--- src/rtl/window3x3_stream.sv ---
// Streaming 3x3 neighbourhood generator over a pre-padded raster image.
// Two line buffers plus a 3x3 shift window; valid/ready on both sides, stride 1 or 2.
module window3x3_stream #(
   parameter int PIX_W  = 8,
   parameter int IMG_W  = 256,
   parameter int IMG_H  = 32,
   parameter int STRIDE = 1
) (
   input  logic                 clk,
   input  logic                 rst_n,
   input  logic                 in_valid,
   output logic                 in_ready,
   input  logic [PIX_W-1:0]     in_pixel,
   input  logic                 in_sof,
   output logic                 out_valid,
   input  logic                 out_ready,
   output logic [9*PIX_W-1:0]   out_win,
   output logic                 out_sof,
   output logic                 out_eol,
   output logic                 out_eof,
   output logic                 frame_done,
   output logic                 sof_err,
   input  logic                 err_clr
);

   localparam int IN_W = IMG_W + 2;
   localparam int IN_H = IMG_H + 2;
   localparam int CW   = $clog2(IN_W);
   localparam int RW   = $clog2(IN_H);

   localparam logic [CW-1:0] COL_LAST = CW'(IN_W - 1);
   localparam logic [CW-1:0] COL_EOL  = CW'((STRIDE == 2) ? IN_W - 2 : IN_W - 1);
   localparam logic [CW-1:0] COL_TWO  = CW'(2);
   localparam logic [RW-1:0] ROW_LAST = RW'(IN_H - 1);
   localparam logic [RW-1:0] ROW_EOF  = RW'((STRIDE == 2) ? IN_H - 2 : IN_H - 1);
   localparam logic [RW-1:0] ROW_TWO  = RW'(2);

   logic [CW-1:0]    r_col;
   logic [RW-1:0]    r_row;
   logic [PIX_W-1:0] r_lb0 [IN_W];
   logic [PIX_W-1:0] r_lb1 [IN_W];
   logic [PIX_W-1:0] r_top [3];
   logic [PIX_W-1:0] r_mid [3];
   logic [PIX_W-1:0] r_bot [3];
   logic             r_out_valid;
   logic             r_out_sof;
   logic             r_out_eol;
   logic             r_out_eof;
   logic             r_frame_done;
   logic             r_sof_err;

   logic             w_in_ready;
   logic             w_accept;
   logic             w_sof_bad;
   logic [CW-1:0]    w_col;
   logic [RW-1:0]    w_row;
   logic [PIX_W-1:0] w_lb0;
   logic [PIX_W-1:0] w_lb1;
   logic             w_stride_ok;
   logic             w_emit;

   assign w_in_ready = !r_out_valid || out_ready;
   assign w_accept   = in_valid && w_in_ready;
   assign w_sof_bad  = w_accept && in_sof && ((r_col != '0) || (r_row != '0));

   // A start-of-frame pixel is always position (0,0), whatever the counters say.
   assign w_col = in_sof ? '0 : r_col;
   assign w_row = in_sof ? '0 : r_row;

   assign w_lb0 = r_lb0[w_col];
   assign w_lb1 = r_lb1[w_col];

   // For stride 2 the window origin (r-2, c-2) is even exactly when r and c are even.
   assign w_stride_ok = (STRIDE != 2) || (!w_row[0] && !w_col[0]);
   assign w_emit      = (w_row >= ROW_TWO) && (w_col >= COL_TWO) && w_stride_ok;

   always_ff @(posedge clk) begin
      if (w_accept) begin
         r_lb1[w_col] <= w_lb0;
         r_lb0[w_col] <= in_pixel;
      end
   end

   always_ff @(posedge clk or negedge rst_n) begin
      if (!rst_n) begin
         for (int i = 0; i < 3; i++) begin
            r_top[i] <= '0;
            r_mid[i] <= '0;
            r_bot[i] <= '0;
         end
      end else if (w_accept) begin
         r_top[0] <= r_top[1];
         r_top[1] <= r_top[2];
         r_top[2] <= w_lb1;
         r_mid[0] <= r_mid[1];
         r_mid[1] <= r_mid[2];
         r_mid[2] <= w_lb0;
         r_bot[0] <= r_bot[1];
         r_bot[1] <= r_bot[2];
         r_bot[2] <= in_pixel;
      end
   end

   always_ff @(posedge clk or negedge rst_n) begin
      if (!rst_n) begin
         r_col <= '0;
         r_row <= '0;
      end else if (w_accept) begin
         if (w_col == COL_LAST) begin
            r_col <= '0;
            r_row <= (w_row == ROW_LAST) ? '0 : w_row + 1'b1;
         end else begin
            r_col <= w_col + 1'b1;
            r_row <= w_row;
         end
      end
   end

   always_ff @(posedge clk or negedge rst_n) begin
      if (!rst_n) begin
         r_out_valid  <= 1'b0;
         r_out_sof    <= 1'b0;
         r_out_eol    <= 1'b0;
         r_out_eof    <= 1'b0;
         r_frame_done <= 1'b0;
         r_sof_err    <= 1'b0;
      end else begin
         r_frame_done <= r_out_valid && out_ready && r_out_eof;
         if (w_accept && w_emit) begin
            r_out_valid <= 1'b1;
            r_out_sof   <= (w_row == ROW_TWO) && (w_col == COL_TWO);
            r_out_eol   <= (w_col == COL_EOL);
            r_out_eof   <= (w_col == COL_EOL) && (w_row == ROW_EOF);
         end else if (out_ready) begin
            r_out_valid <= 1'b0;
         end
         if (w_sof_bad) begin
            r_sof_err <= 1'b1;
         end else if (err_clr) begin
            r_sof_err <= 1'b0;
         end
      end
   end

   // The shift window only moves on accept, so it stays frozen while a window is stalled.
   assign out_win = {r_bot[2], r_bot[1], r_bot[0],
                     r_mid[2], r_mid[1], r_mid[0],
                     r_top[2], r_top[1], r_top[0]};

   assign in_ready   = w_in_ready;
   assign out_valid  = r_out_valid;
   assign out_sof    = r_out_sof;
   assign out_eol    = r_out_eol;
   assign out_eof    = r_out_eof;
   assign frame_done = r_frame_done;
   assign sof_err    = r_sof_err;

endmodule

--- config.mk ---
export PLATFORM = sky130hd
export DESIGN_NAME = window3x3_stream
export DESIGN_NICKNAME = d
export VERILOG_FILES = /design/src/rtl/window3x3_stream.sv
export SDC_FILE = /design/constraint.sdc
export NUM_CORES = 2
export LEC_CHECK = 0
export CAP_MARGIN = 10
export CORE_ASPECT_RATIO = 1.1
export CORE_MARGIN = 1.5
export CORE_UTILIZATION = 40
export DETAILED_ROUTE_END_ITERATION = 6
export SKIP_CTS_REPAIR_TIMING = 1
export SLEW_MARGIN = 25
export SYNTH_ARGS = -nofsm -noshare
export SYNTH_HDL_FRONTEND = slang
export SYNTH_MEMORY_MAX_BITS = 65536
export SYNTH_SLANG_ARGS = --single-unit
export TNS_END_PERCENT = 20
--- constraint.sdc ---
create_clock -name clk -period 36.1 [get_ports clk]
set_input_delay 10.83 -clock clk [delete_from_list [all_inputs] [get_ports clk]]
set_output_delay 10.83 -clock clk [all_outputs]
set_load 0.02 [all_outputs]
==> results.sh <==
export IMPL_drtIter0Drc=12600
export IMPL_swShare_pct=24.9
export IMPL_viasPerCell=5.86
export IMPL_synth_async_reset_ratio_pct=2.20
export IMPL_fin_tns_setup_ns=0
export IMPL_switchingPower_uw=2780
export IMPL_grt_pass1_vias=96300
export IMPL_ys_types=67
export IMPL_cpLargestDelayFamily="buffers and inverters"
export IMPL_r2r_cells=16
export IMPL_cts_tree="built"
export IMPL_hold_viol=0
export IMPL_endpoint_kind="output pin"
export IMPL_gp_congestion=0.857
export IMPL_rsz0062_at_grt="no"
export IMPL_pre_cts_slack_ns=13.08
export IMPL_relSlewSlack_pct=14.3
export IMPL_cp_max_fo=4
export IMPL_finalWorstSetupSlack_ns=13.08
export IMPL_critPathKind="in -> out"
export IMPL_cp_num_buf_inv=2
export IMPL_reg2reg_from="r_col[0]$_DFFE_PN0P_"
export IMPL_synth_warnings=0
export IMPL_crit_chain="clkdlybuf4s50_1 -> nand2b_1 -> clkdlybuf4s50_1"
export IMPL_fmax_mhz=43.4
export IMPL_use_met2_pct=37.0
export IMPL_setup_viol=0
export IMPL_nNetsFinal=11400
export IMPL_dp_hpwl_mm=273
export IMPL_fp_dieW_um=619
export IMPL_crit_path_start="out_ready"
export IMPL_outcome="finished clean"
export IMPL_synth_xor_xnor_area_share_pct=0
export IMPL_cts_sinks=4221
export IMPL_synth_area_um2=167000
export IMPL_syn_num_nets=11200
export IMPL_core_area_um2=415000
export IMPL_intPower_uw=8370
export IMPL_busiest_layer="met2"
export IMPL_synth_top_family_by_area="compound AO/OA/AOI/OAI gates"
export IMPL_synth_seq_cells=4221
export IMPL_die_area_um2=422000
export IMPL_min_path_type="reg -> reg"
export IMPL_dr_total_vias=101000
export IMPL_worstPathRequired_ns=25.27
export IMPL_clockBufferDepth=4
export IMPL_hold_end="out_win[31]$_DFFE_PN0P_"
export IMPL_muxShareOfSynthArea_pct=6.20
export IMPL_syn_avg_cell_area_um2=15.0
export IMPL_fin_worst_skew_ns=0.0574
export IMPL_critPathLaunchType="input port"
export IMPL_row_count=248
export IMPL_synthFlopType="edfxtp_1"
export IMPL_r2r_slack_ns=26.35
export IMPL_ir_worst_vdd_mv=0.0431
export IMPL_grt_use_total_pct=22.9
export IMPL_synth_cells=11200
export IMPL_clk_pin_slew_worst_paths_ns=0.06
export IMPL_port_buffers=92
export IMPL_critPathMostFrequentCell="clkdlybuf4s50_1"
export IMPL_synth_compound_gate_area_share_pct=8.35
export IMPL_synthAdderAreaFrac_pct=0.0374
export IMPL_tightestPinTransition_ns=1.27
export IMPL_seq_area_frac_synth_pct=75.6
export IMPL_fill_cells=35700
export IMPL_p_clk_share_pct=38.9
export IMPL_final_util_pct=45.6
export IMPL_maxCapViolations=0
export IMPL_use_met3_pct=3.58
export IMPL_grt_pass1_wl_mm=701
export IMPL_ioPinCount=93
export IMPL_layout_commonest_cell="edfxtp_1"
export IMPL_drt_pass1_iterations=6
export IMPL_grt_overflow=0
export IMPL_cts_buffers=421
export IMPL_worstPathArrival_ns=12.19
export IMPL_clock_root_buffer="clkbuf_16"
export IMPL_die_h_um=681
export IMPL_combPwrFrac_pct=10.6
export IMPL_start_util_pct=40.2
export IMPL_synth_simple_area_share_pct=7.54
export IMPL_synth_edff_count=4128
export IMPL_fin_crit_ns=23.02
export IMPL_powerDensity_nw_per_um2=58.8
export IMPL_antenna_left=0
export IMPL_finalMaxSlewViolations=0
export IMPL_grt_start_max_net_pins=244
export IMPL_r2r_end="out_win[43]$_DFFE_PN0P_"
export IMPL_wl_mm=496
export IMPL_cpPeakStageDelay_ns=0.65
export IMPL_min_delay_start="out_win[31]$_DFFE_PN0P_"
export IMPL_drc=0
export IMPL_grt_util_met1_pct=30.7
export IMPL_leakagePower_uw=0.0614
export IMPL_final_cell_mix="edfxtp_1, nand2_1, o21ai_0"
export IMPL_crit_cells=3
export IMPL_antenna_found_initial=16
export IMPL_min_path_cells=2
export IMPL_period_share_pct=63.8
export IMPL_syn_to_final_growth_pct=13.4
export IMPL_cp_slowest_cell="clkdlybuf4s50_1"
export IMPL_total_power_uw=11200
export IMPL_drive_gt1_share_pct=15.8
export IMPL_clock_latency_ns=0.99
export IMPL_cts_max_level=5
export IMPL_p_seq_share_pct=50.5
export IMPL_wl_per_cell_um=28.8
registers in the layout (all words and copies together) (netlist names):
register,count
out_win,72
sof_err,1
r_col,9
out_eol,1
r_lb1,2064
out_eof,1
out_valid,1
out_sof,1
frame_done,1
r_row,6
r_lb0,2064
worst max path at each step:
stage,endpoint,slack (ns)
after floorplan,r_lb1[0][0]$_DFFE_PP_,11.08
after global placement,in_ready,13.05
after detailed placement,in_ready,13.08
after CTS,in_ready,13.08
after global routing,in_ready,13.02
final,in_ready,13.08
cell usage after synthesis, types with 15 or more instances:
| cell | n | share of area, % |
|---|---|---|
| mux2_2 | 608 | 4.1 |
| a31oi_1 | 527 | 2.0 |
| a311oi_1 | 219 | 1.1 |
| buf_2 | 395 | 1.2 |
| dfrtp_1 | 93 | 1.4 |
| buf_1 | 58 | 0.13 |
| nor2_1 | 283 | 0.64 |
| clkbuf_1 | 286 | 0.64 |
| nand2_1 | 1940 | 4.4 |
| nor2b_1 | 282 | 1.1 |
| a21oi_1 | 371 | 1.1 |
| o22ai_1 | 87 | 0.33 |
| edfxtp_1 | 4128 | 74 |
| nor4_1 | 202 | 0.76 |
| nor3_1 | 15 | 0.045 |
| o21ai_0 | 655 | 2.0 |
| buf_4 | 30 | 0.13 |
| nand3_1 | 154 | 0.46 |
| a211oi_1 | 330 | 1.5 |
| mux2i_1 | 338 | 2.0 |
| buf_6 | 25 | 0.17 |
final cells by class:
cell class	count	area, um2	share of cell area, %
Clock inverter	258	2570	1.36
Multi-Input combinational cell	6143	37600	19.8
Clock buffer	519	11000	5.82
Timing Repair Buffer	588	5110	2.70
Antenna cell	9	22.5	0.0119
Sequential cell	4221	126000	66.6
Tap cell	5500	6880	3.63
Inverter	6	37.5	0.0198
per-stage QoR:
stage,cells,hold slack [ns],instance area (um2)
after floorplan,11200,0.465,167000
after global placement,16400,0.460,175000
after detailed placement,16500,0.462,176000
after CTS,17200,0.477,189000
after global routing,17200,0.499,189000
final,17200,0.474,190000
layer usage:
metal,up-vias,wire length (um)
met5,-,11
met4,2,23900
met3,917,44300
met2,4974,234000
met1,51900,194000
li1,43300,-
power by group through the flow:
stage / clock [uW] / sequential (uW) / combinational (uW)
3_5_place_dp: 0 / 5730 / 1170
2_1_floorplan: 0 / 5840 / 618
4_1_cts: 4390 / 5630 / 1170
5_1_grt: 4570 / 5630 / 1250
6_report: 4340 / 5630 / 1180
3_3_place_gp: 0 / 5730 / 1140
cells by family after synthesis:
logic type | count (synthesis)
fa+ha+maj | 5
buf+inv | 800
compound gates | 2256
flops | 4221
mux | 953
simple gates | 2929
worst min-delay path: stages (launching register included):
cell	delay (ns)
dfrtp_1	0.34
nand2_1	0.05
nand2_1	0.05
(Power assumes the default switching activity.)
